==> config.mk <==
export PLATFORM = sky130hd
export DESIGN_NAME = count_uart_tx
export DESIGN_NICKNAME = d
export VERILOG_FILES = /design/src/rtl/uart_pkg.sv /design/src/rtl/uart_byte_tx.sv /design/src/rtl/count_uart_tx.sv
export SDC_FILE = /design/constraint.sdc
export NUM_CORES = 1
export LEC_CHECK = 0
export ABC_AREA = 1
export CAP_MARGIN = 30
export CORE_ASPECT_RATIO = 2
export CORE_UTILIZATION = 43
export DETAILED_ROUTE_END_ITERATION = 10
export PLACE_DENSITY = 0.66
export SYNTH_ARGS = -nofsm -noshare
export SYNTH_HDL_FRONTEND = slang
export SYNTH_HIERARCHICAL = 1
export SYNTH_SLANG_ARGS = --single-unit
==> constraint.sdc <==
create_clock -name clk_i -period 2.8 [get_ports clk_i]
set_input_delay 0.42 -clock clk_i [delete_from_list [all_inputs] [get_ports clk_i]]
set_output_delay 0.42 -clock clk_i [all_outputs]
set_load 0.01 [all_outputs]
==> src/rtl/uart_pkg.sv <==
// rtl/uart_pkg.sv - shared UART transmit types, frame constants and baud helper
package uart_pkg;

    typedef enum logic [1:0] {IDLE, START, DATA, STOP} tx_state_e;

    localparam int DATA_BITS = 8;
    localparam int STOP_BITS = 1;

    function automatic int clks_per_bit(input int clk_hz, input int baud);
        return clk_hz / baud;
    endfunction

endpackage

==> src/rtl/uart_byte_tx.sv <==
// rtl/uart_byte_tx.sv - one-byte 8N1 serialiser with its own baud counter
module uart_byte_tx
    import uart_pkg::*;
#(
    parameter int CLKS_PER_BIT = 868
) (
    input  logic                 clk_i,
    input  logic                 rst_i,
    input  logic [DATA_BITS-1:0] byte_i,
    input  logic                 start_i,
    output logic                 tx_o,
    output logic                 byte_done_o
);

    localparam int CW = (CLKS_PER_BIT > 1) ? $clog2(CLKS_PER_BIT) : 1;
    localparam logic [CW-1:0] BAUD_LAST = CW'(CLKS_PER_BIT - 1);
    localparam logic [2:0] DATA_LAST = 3'(DATA_BITS - 1);
    localparam logic [2:0] STOP_LAST = 3'(STOP_BITS - 1);

    tx_state_e              state_q, state_d;
    logic [CW-1:0]          baud_q, baud_d;
    logic [2:0]             bit_q, bit_d;
    logic [DATA_BITS-1:0]   shreg_q, shreg_d;
    logic                   tx_q, tx_d;
    logic                   bit_end;

    assign bit_end = (baud_q == BAUD_LAST);

    // start_i is honoured in the last stop cycle too, so bytes chain with no idle gap
    always_comb begin
        state_d     = state_q;
        baud_d      = baud_q;
        bit_d       = bit_q;
        shreg_d     = shreg_q;
        tx_d        = tx_q;
        byte_done_o = 1'b0;
        if (state_q != IDLE) begin
            baud_d = bit_end ? '0 : baud_q + 1'b1;
        end
        case (state_q)
            IDLE: begin
                if (start_i) begin
                    state_d = START;
                    baud_d  = '0;
                    bit_d   = '0;
                    shreg_d = byte_i;
                    tx_d    = 1'b0;
                end
            end
            START: begin
                if (bit_end) begin
                    state_d = DATA;
                    bit_d   = '0;
                    tx_d    = shreg_q[0];
                end
            end
            DATA: begin
                if (bit_end) begin
                    if (bit_q == DATA_LAST) begin
                        state_d = STOP;
                        bit_d   = '0;
                        tx_d    = 1'b1;
                    end else begin
                        bit_d   = bit_q + 3'd1;
                        shreg_d = shreg_q >> 1;
                        tx_d    = shreg_q[1];
                    end
                end
            end
            STOP: begin
                if (bit_end) begin
                    if (bit_q == STOP_LAST) begin
                        byte_done_o = 1'b1;
                        if (start_i) begin
                            state_d = START;
                            bit_d   = '0;
                            shreg_d = byte_i;
                            tx_d    = 1'b0;
                        end else begin
                            state_d = IDLE;
                        end
                    end else begin
                        bit_d = bit_q + 3'd1;
                    end
                end
            end
            default: state_d = IDLE;
        endcase
    end

    always_ff @(posedge clk_i) begin
        if (rst_i) begin
            state_q <= IDLE;
            baud_q  <= '0;
            bit_q   <= '0;
            shreg_q <= '0;
            tx_q    <= 1'b1;
        end else begin
            state_q <= state_d;
            baud_q  <= baud_d;
            bit_q   <= bit_d;
            shreg_q <= shreg_d;
            tx_q    <= tx_d;
        end
    end

    assign tx_o = tx_q;

endmodule

==> src/rtl/count_uart_tx.sv <==
// rtl/count_uart_tx.sv - multi-byte word to back-to-back 8N1 frames, LSB byte first
module count_uart_tx
    import uart_pkg::*;
#(
    parameter int CLK_HZ       = 100_000_000,
    parameter int BAUD         = 115_200,
    parameter int CLKS_PER_BIT = clks_per_bit(CLK_HZ, BAUD),
    parameter int NBYTES       = 4
) (
    input  logic                  clk_i,
    input  logic                  rst_i,
    input  logic [8*NBYTES-1:0]   data_i,
    input  logic                  valid_i,
    output logic                  ready_o,
    output logic                  tx_o,
    output logic                  busy_o,
    output logic                  done_o
);

    localparam int W  = 8 * NBYTES;
    localparam int IW = (NBYTES > 1) ? $clog2(NBYTES) : 1;
    localparam logic [IW-1:0] IDX_LAST = IW'(NBYTES - 1);

    logic          active_q;
    logic [IW-1:0] idx_q;
    logic [W-1:0]  word_q, word_nxt;
    logic [7:0]    byte_in;
    logic          byte_done, byte_start, last_byte;
    logic          word_done, next_byte, accept;

    assign word_nxt  = word_q >> 8;
    assign last_byte = (idx_q == IDX_LAST);
    assign word_done = active_q && byte_done && last_byte;
    assign next_byte = active_q && byte_done && !last_byte;

    // Ready during the final stop cycle lets the next word start on the completion edge
    assign ready_o    = !active_q || word_done;
    assign busy_o     = ~ready_o;
    assign done_o     = word_done;
    assign accept     = valid_i && ready_o && !rst_i;
    assign byte_start = accept || next_byte;
    assign byte_in    = accept ? data_i[7:0] : word_nxt[7:0];

    always_ff @(posedge clk_i) begin
        if (rst_i) begin
            active_q <= 1'b0;
            idx_q    <= '0;
            word_q   <= '0;
        end else if (accept) begin
            active_q <= 1'b1;
            idx_q    <= '0;
            word_q   <= data_i;
        end else if (next_byte) begin
            idx_q    <= idx_q + 1'b1;
            word_q   <= word_nxt;
        end else if (word_done) begin
            active_q <= 1'b0;
            idx_q    <= '0;
        end
    end

    uart_byte_tx #(
        .CLKS_PER_BIT (CLKS_PER_BIT)
    ) u_byte_tx (
        .clk_i       (clk_i),
        .rst_i       (rst_i),
        .byte_i      (byte_in),
        .start_i     (byte_start),
        .tx_o        (tx_o),
        .byte_done_o (byte_done)
    );

endmodule

==> impl_metrics.xml <==
<?xml version="1.0" encoding="UTF-8"?>
<metrics>
  <group name="routing">
    <metric name="detail_route.drc_violations" unit="">0</metric>
    <metric name="routed_wirelength" unit="microns">6483</metric>
    <metric name="drtIter0Drc" unit="">116</metric>
    <metric name="drt_pass1_iterations" unit="">4</metric>
    <metric name="detailroute.via_count" unit="">2641</metric>
    <metric name="avgViaCountPerCell" unit="">5.030</metric>
    <metric name="antenna_violating_nets_post_route" unit="">0</metric>
    <metric name="detail_route.wl_per_cell" unit="microns">12.35</metric>
  </group>
  <group name="synthesis">
    <metric name="synth.net_count" unit="">445</metric>
    <metric name="postSynth.asyncResetShare" unit="%">0</metric>
    <metric name="postSynthCellCount" unit="">400</metric>
    <metric name="synth.ff_latch_count" unit="">51</metric>
    <metric name="yosys.cell_types.count" unit="">41</metric>
    <metric name="syn-cell-area" unit="sq um">2850</metric>
    <metric name="seq_area_frac_synth" unit="%">35.82</metric>
    <metric name="synthesis.area_per_instance" unit="sq um">7.126</metric>
    <metric name="synth.yosys.warnings" unit="">6</metric>
    <metric name="synthFlopType" unit="">sky130_fd_sc_hd__dfxtp_1</metric>
    <metric name="synth-edff-count" unit="">0</metric>
  </group>
  <group name="cts">
    <metric name="cts_max_level" unit="">2</metric>
    <metric name="cts_buffer_depth" unit="">2</metric>
    <metric name="cts_tree" unit="">done</metric>
    <metric name="hold_fix_buffers_at_cts" unit="">0</metric>
    <metric name="clockRootBuffer" unit="">sky130_fd_sc_hd__clkbuf_16</metric>
    <metric name="cts_num_sinks" unit="">51</metric>
    <metric name="total_setup_buffers_inserted_after_cts" unit="">0</metric>
    <metric name="cts_buffers" unit="">5</metric>
    <metric name="clock_insertion_delay_worst_skew" unit="ns">0.30</metric>
    <metric name="clk_pin_slew_worst_paths" unit="ns">0.07</metric>
    <metric name="cts_resized" unit="">1</metric>
  </group>
  <group name="placement">
    <metric name="placedInstanceArea" unit="sq um">3283</metric>
    <metric name="dp.final_hpwl" unit="microns">4877</metric>
    <metric name="gp_routability_congestion" unit="">0.7811</metric>
    <metric name="post-place-cells" unit="">517</metric>
    <metric name="place_worst_setup_slack" unit="ns">0.2174</metric>
    <metric name="io_buffers" unit="">38</metric>
  </group>
  <group name="critical_path">
    <metric name="timing.critical_path.slowest_stage_cell" unit="">sky130_fd_sc_hd__clkdlybuf4s50_1</metric>
    <metric name="worst_path_most_repeated_cell" unit="">sky130_fd_sc_hd__nand3_2</metric>
    <metric name="slowest_delay" unit="ns">0.56</metric>
    <metric name="path_cells" unit="">ha_1, nand3_2, nor2_4, inv_2, nor3_4, nand3_2, nand2_4, clkdlybuf4s50_1</metric>
    <metric name="timing.setup.critical_path_class" unit="">flip-flop to primary output</metric>
    <metric name="critical_path_arrival" unit="ns">2.23</metric>
    <metric name="critPathRequiredTime" unit="ns">2.38</metric>
    <metric name="timing.critical_path.from_type" unit="">flip-flop</metric>
    <metric name="path_max_fanout" unit="">9</metric>
    <metric name="crit_buf_inv" unit="">2</metric>
    <metric name="worst_path_dominant_cell_family" unit="">simple AND/OR/NAND/NOR gates</metric>
    <metric name="worstSetupEndpointType" unit="">primary output</metric>
  </group>
  <group name="timing">
    <metric name="crit_share_post_route" unit="%">94.78</metric>
    <metric name="worstMarginPinSlew" unit="ns">0.4875</metric>
    <metric name="worst_slack" unit="ns">0.1462</metric>
    <metric name="final_number_of_hold_violating_endpoints" unit="">0</metric>
    <metric name="period_minus_slack" unit="ns">2.654</metric>
    <metric name="fmax" unit="GHz">0.3768</metric>
    <metric name="clock_skew" unit="ns">0.006222</metric>
    <metric name="setup_viol_count_final" unit="">0</metric>
    <metric name="max-slew-margin-rel" unit="%">67.38</metric>
    <metric name="report.final.slew_viol_count" unit="">0</metric>
  </group>
  <group name="status">
    <metric name="run_status" unit="">finished clean</metric>
  </group>
  <group name="die">
    <metric name="fp-row-count" unit="">41</metric>
    <metric name="die_height" unit="microns">117.1</metric>
    <metric name="die-area" unit="sq um">6978</metric>
    <metric name="ioPinCount" unit="">39</metric>
    <metric name="die_w" unit="microns">59.57</metric>
    <metric name="design.core.area" unit="sq um">6361</metric>
    <metric name="initial_cell_density_of_the_core" unit="%">44.81</metric>
  </group>
  <group name="global_routing">
    <metric name="first_global_vias" unit="">2511</metric>
    <metric name="grt_antenna_before_repair" unit="">0</metric>
    <metric name="largest_net_degree_at_the_start_of_global_routing" unit="">27</metric>
    <metric name="grt_remaining_overflow" unit="">0</metric>
    <metric name="globalRouteTotalUtil" unit="%">20.82</metric>
    <metric name="grt_pass1_wl" unit="microns">11010</metric>
  </group>
  <group name="hold_path">
    <metric name="hold_class" unit="">flip-flop to flip-flop</metric>
  </group>
  <group name="final_layout">
    <metric name="finalInstanceArea" unit="sq um">3448</metric>
    <metric name="area_delta_synth_final" unit="%">20.98</metric>
    <metric name="layout-drive-gt1-share" unit="%">10.71</metric>
    <metric name="post-route-util" unit="%">54.21</metric>
    <metric name="layout.cells.non_filler" unit="">525</metric>
    <metric name="net_total_in_the_final_layout" unit="">483</metric>
    <metric name="diodes" unit="">0</metric>
  </group>
  <group name="power_and_ir_drop">
    <metric name="p_per_area" unit="nW/um^2">605.4</metric>
    <metric name="leakage" unit="uW">0.001489</metric>
    <metric name="finalPower" unit="uW">2087</metric>
    <metric name="vdd_drop_max" unit="mV">0.3969</metric>
  </group>
  <group name="run">
    <metric name="drv.max_cap_violation_count" unit="">0</metric>
  </group>
</metrics>
==> metal layers <==
metal / GRT usage [%] / wire length (microns) / up-vias / part of all wire, %
met1: 20.75 / 2501 / 1192 / 39
li1: - / - / 1368 / -
met4: 9.922 / 199 / 0 / 3.1
met2: 39.85 / 3570 / 64 / 55
met5: 0 / 0 / - / 0
met3: 3.626 / 212 / 17 / 3.3
==> layout by cell type (no fill, tap or decap), types with 2 or more instances in the layout <==
master and instances:
sky130_fd_sc_hd__o21ai_0 16, sky130_fd_sc_hd__o21ai_1 2, sky130_fd_sc_hd__a21oi_2 2, sky130_fd_sc_hd__inv_1 39, sky130_fd_sc_hd__nor2_4 2, sky130_fd_sc_hd__nand3_2 5, sky130_fd_sc_hd__clkdlybuf4s50_1 38, sky130_fd_sc_hd__nor3_1 2
sky130_fd_sc_hd__inv_2 3, sky130_fd_sc_hd__nor2_1 22, sky130_fd_sc_hd__nand2_1 118, sky130_fd_sc_hd__clkinvlp_4 2, sky130_fd_sc_hd__nand3_4 2, sky130_fd_sc_hd__ha_1 10, sky130_fd_sc_hd__clkbuf_16 5, sky130_fd_sc_hd__nand4_1 8
sky130_fd_sc_hd__nand2_4 4, sky130_fd_sc_hd__a21boi_0 2, sky130_fd_sc_hd__nand3_1 40, sky130_fd_sc_hd__a21oi_1 28, sky130_fd_sc_hd__nor3_2 2, sky130_fd_sc_hd__buf_4 7, sky130_fd_sc_hd__o21a_1 9, sky130_fd_sc_hd__nor2_2 5
sky130_fd_sc_hd__dfxtp_1 51
==> through the flow <==
step | setup TNS, ns | hold WS [ns]
5_1_grt | -0.007269 | 0.4833
6_report | 0 | 0.4690
3_3_place_gp | 0 | 0.4507
2_1_floorplan | 0 | 0.4406
4_1_cts | 0 | 0.4699
3_5_place_dp | 0 | 0.4587
==> tightest hold or removal path: cells and delay by family, from the launching register on <==
kind	cells	cell delay (ns)
AO/OA/AOI/OAI	1	0.06
AND/OR/NAND/NOR	1	0.05
flip-flops	1	0.31
==> where the power goes <==
part / leakage [uW] / internal (uW) / switching, uW / total [uW]
clock network: 0.0000664 / 335 / 289 / 624
registers: 0.000416 / 800 / 48.9 / 849
logic: 0.00101 / 242 / 372 / 615
==> area by class of cell <==
class,instances,area [sq um]
fillers,663,2913
flip-flops and latches,51,1021
well taps,86,107.6
inverters,45,172.7
clock buffers,5,125.1
multi-input cells,290,1565
clock inverters,3,23.77
repair buffers,45,432.9
==> cell usage after synthesis, types with 2 or more instances <==
master	n	area, sq um
sky130_fd_sc_hd__inv_1	39	146.4
sky130_fd_sc_hd__nand4_1	8	50.05
sky130_fd_sc_hd__inv_2	3	11.26
sky130_fd_sc_hd__buf_6	3	33.78
sky130_fd_sc_hd__nor2_1	22	82.58
sky130_fd_sc_hd__nand2_4	4	45.04
sky130_fd_sc_hd__nand3_4	2	35.03
sky130_fd_sc_hd__dfxtp_1	51	1021
sky130_fd_sc_hd__o21a_1	9	67.56
sky130_fd_sc_hd__nor2_4	2	22.52
sky130_fd_sc_hd__o21ai_0	16	80.08
sky130_fd_sc_hd__nand3_1	41	205.2
sky130_fd_sc_hd__nand3_2	4	40.04
sky130_fd_sc_hd__nor2_2	5	31.28
sky130_fd_sc_hd__buf_1	2	7.510
sky130_fd_sc_hd__o21ai_1	2	10.01
sky130_fd_sc_hd__buf_4	2	15.01
sky130_fd_sc_hd__nor3_2	2	20.02
sky130_fd_sc_hd__a21boi_0	2	15.01
sky130_fd_sc_hd__nor3_1	3	15.01
sky130_fd_sc_hd__a21oi_2	2	17.52
sky130_fd_sc_hd__buf_2	3	15.01
sky130_fd_sc_hd__nand2_1	118	442.9
sky130_fd_sc_hd__a21oi_1	28	140.1
sky130_fd_sc_hd__ha_1	10	125.1
sky130_fd_sc_hd__clkbuf_1	2	7.510
==> worst paths after layout <==
check                           slack (ns)                                 to  cells after the start                            from
worst min-delay path                  0.47            word_q[27]$_SDFFE_PP0P_                      2         word_q[27]$_SDFFE_PP0P_
worst max register to register        0.40  u_byte_tx/shreg_q[5]$_SDFFE_PP0P_                     14  u_byte_tx/baud_q[0]$_SDFF_PP0_
worst min register to register        0.47            word_q[27]$_SDFFE_PP0P_                      2         word_q[27]$_SDFFE_PP0P_
worst max-delay path                  0.15                            ready_o                      8  u_byte_tx/baud_q[0]$_SDFF_PP0_
==> kinds of logic after synthesis <==
family	Yosys count	synth area share, %
xor gates and xnor gates	2	0.6147
DFF	51	35.82
adders and majority gates	10	4.390
muxes	1	0.3512
and+or+nand+nor	214	35.91
AOI/OAI and AO/OA	63	13.08
buffers and inverters	59	9.833
==> flip-flops by register name, indices dropped and copies added (netlist names) <==
signal	cells
u_byte_tx/shreg_q	8
u_byte_tx/bit_q	3
u_byte_tx/state_q	2
active_q	1
idx_q	2
word_q	24
u_byte_tx/tx_o	1
u_byte_tx/baud_q	10
Power figures use the tool's default switching activity.
==> RTL change: new RTL, same flow settings <==
The parameter `BAUD` goes from 115_200 to 57_600.
--- a/src/rtl/count_uart_tx.sv
+++ b/src/rtl/count_uart_tx.sv
@@ -4,5 +4,5 @@
 #(
     parameter int CLK_HZ       = 100_000_000,
-    parameter int BAUD         = 115_200,
+    parameter int BAUD         = 57_600,
     parameter int CLKS_PER_BIT = clks_per_bit(CLK_HZ, BAUD),
     parameter int NBYTES       = 4
Formal check against the unedited RTL: no difference found for any inputs over 10 cycles, from zero or initial values and one cycle with rst_i high; that may be too few to reach the edited logic, so the function may still have changed.
==> RTL change against the unedited design <==
Cell area up 6.2%. Setup slack better by 0.065 ns. Clock power up 27%. Utilization up 0.68 points. Sequential share of layout area down 1.2 points. Routed wire length up 7.2%. Register-to-register slack worse by 0.09 ns. Area after synthesis up 5.7%. Total power up 30%. Worst hold slack worse by 0.0012 ns. Sequential cell count up 1. Synthesized cell count up 5.8%. Largest cell class unchanged.
==> RTL change: results <==
set metrics [dict create \
    dp_hpwl_mm 5.273 \
    grt_pass1_wl_mm 11.86 \
    min-delay-start "word_q[30]$_SDFFE_PP0P_" \
    seqCellArea_um2 1041 \
    die_w_um 61.18 \
    routed-wl-met3_um 213 \
    fillers 668 \
    nonClkBufAreaFrac 0.1209 \
    nNetsFinal 507 \
    first_iter_violations 105 \
    min_to "word_q[30]$_SDFFE_PP0P_" \
    cp_top_family "buffers and inverters" \
    vias 2759 \
    multi_input_comb_cells 306 \
    wl_mm 6.952 \
    grt_util_all_layers 0.2145 \
    synth_commonest_cells "nand2_1, dfxtp_1, nand3_1" \
    placed_area_um2 3456 \
    syn_nets 468 \
    comb_power_uw 1010 \
    grt_pass1_vias 2622 \
    drive_gt1_frac 0.1296 \
    wl_per_cell_um 12.62 \
    use_met3 0.04599 \
    p_int_uw 1726 \
    buffers 46 \
    place_ws_ns 0.1571 \
    p_clk_uw 795 \
    met1_usage 0.2257 \
    ys_types 37 \
    top_regs "word_q: 24 flops, u_byte_tx/baud_q: 11 flops, u_byte_tx/shreg_q: 8 flops" \
    rr_worst_depth 17 \
    ys_seq_area_frac 0.3457 \
    slew_violations 0 \
    inverters 51 \
    dp.cells 543 \
    clock_latency_ns 0.29 \
    wl_met2_mm 3.875 \
    gr-usage-met2 0.3845 \
    path_max_fanout 5 \
    cts_buffers 5 \
    ir_drop_mv 0.5772 \
    pwr-share-clk 0.293 \
    multi_input_area_um2 1684 \
    wl_met1_mm 2.670 \
    critPathMaxStageDelay_ns 0.60 \
    clock_area_frac 0.05294 \
    avgSynthCellArea_um2 7.120 \
    root_buffer "clkbuf_16" \
    worst_slew_pin_slew_ns 0.6266 \
    finClkSkew_ns 0.003869 \
    post_cts_buffers 0 \
    cpMaxStageDelayCell "clkdlybuf4s50_1" \
    gp_congestion 0.8000 \
    synth_area_leaders "dfxtp_1, nand2_1, nand3_1" \
    p_leak_uw 0.001565 \
    reg2reg_to "u_byte_tx/shreg_q[2]$_SDFFE_PP0P_" \
    synth-seq-cells 52 \
    run_status "complete, no violations" \
    r2r_slack_ns 0.31 \
]
RTL change: worst max-delay path by stage:
stage	slack, ns	depth (start not counted)	endpoint	from
after detailed placement	0.16	17	u_byte_tx/shreg_q[3]$_SDFFE_PP0P_	u_byte_tx/baud_q[0]$_SDFF_PP0_
final	0.21	7	busy_o	u_byte_tx/baud_q[0]$_SDFF_PP0_
after global placement	0.26	17	u_byte_tx/shreg_q[2]$_SDFFE_PP0P_	u_byte_tx/baud_q[0]$_SDFF_PP0_
after global routing	0.01	17	u_byte_tx/shreg_q[0]$_SDFFE_PP0P_	u_byte_tx/baud_q[0]$_SDFF_PP0_
after CTS	0.10	8	ready_o	u_byte_tx/baud_q[0]$_SDFF_PP0_
after floorplan	0.20	15	u_byte_tx/shreg_q[6]$_SDFFE_PP0P_	u_byte_tx/state_q[0]$_SDFFE_PP0P_
RTL change: stage by stage:
stage	util	hold slack [ns]
3_3_place_gp	0.5178	0.4526
3_5_place_dp	0.5178	0.4592
5_1_grt	0.5489	0.4812
2_1_floorplan	-	0.4432
6_report	0.5489	0.4678
4_1_cts	0.5476	0.4702
RTL change: what timing repair did:
item / CTS / global route
gates resized for setup: 1 / 2
endpoints found under the setup margin: 1 / 8
gates cloned: 0 / 0
hold buffers: 0 / 0
RTL change: cell families (layout without fill, tap and decap cells):
group / count (synthesis) / count (layout) / synth area share
flip-flops: 52 / 52 / 0.3457
XOR/XNOR: 1 / 1 / 0.002909
multiplexers: 6 / 6 / 0.01994
adder cells (fa/ha/maj): 10 / 10 / 0.04155
buffers and inverters: 65 / 105 / 0.09888
AND/OR/NAND/NOR: 223 / 223 / 0.3548
AO/OA/AOI/OAI: 66 / 66 / 0.1363
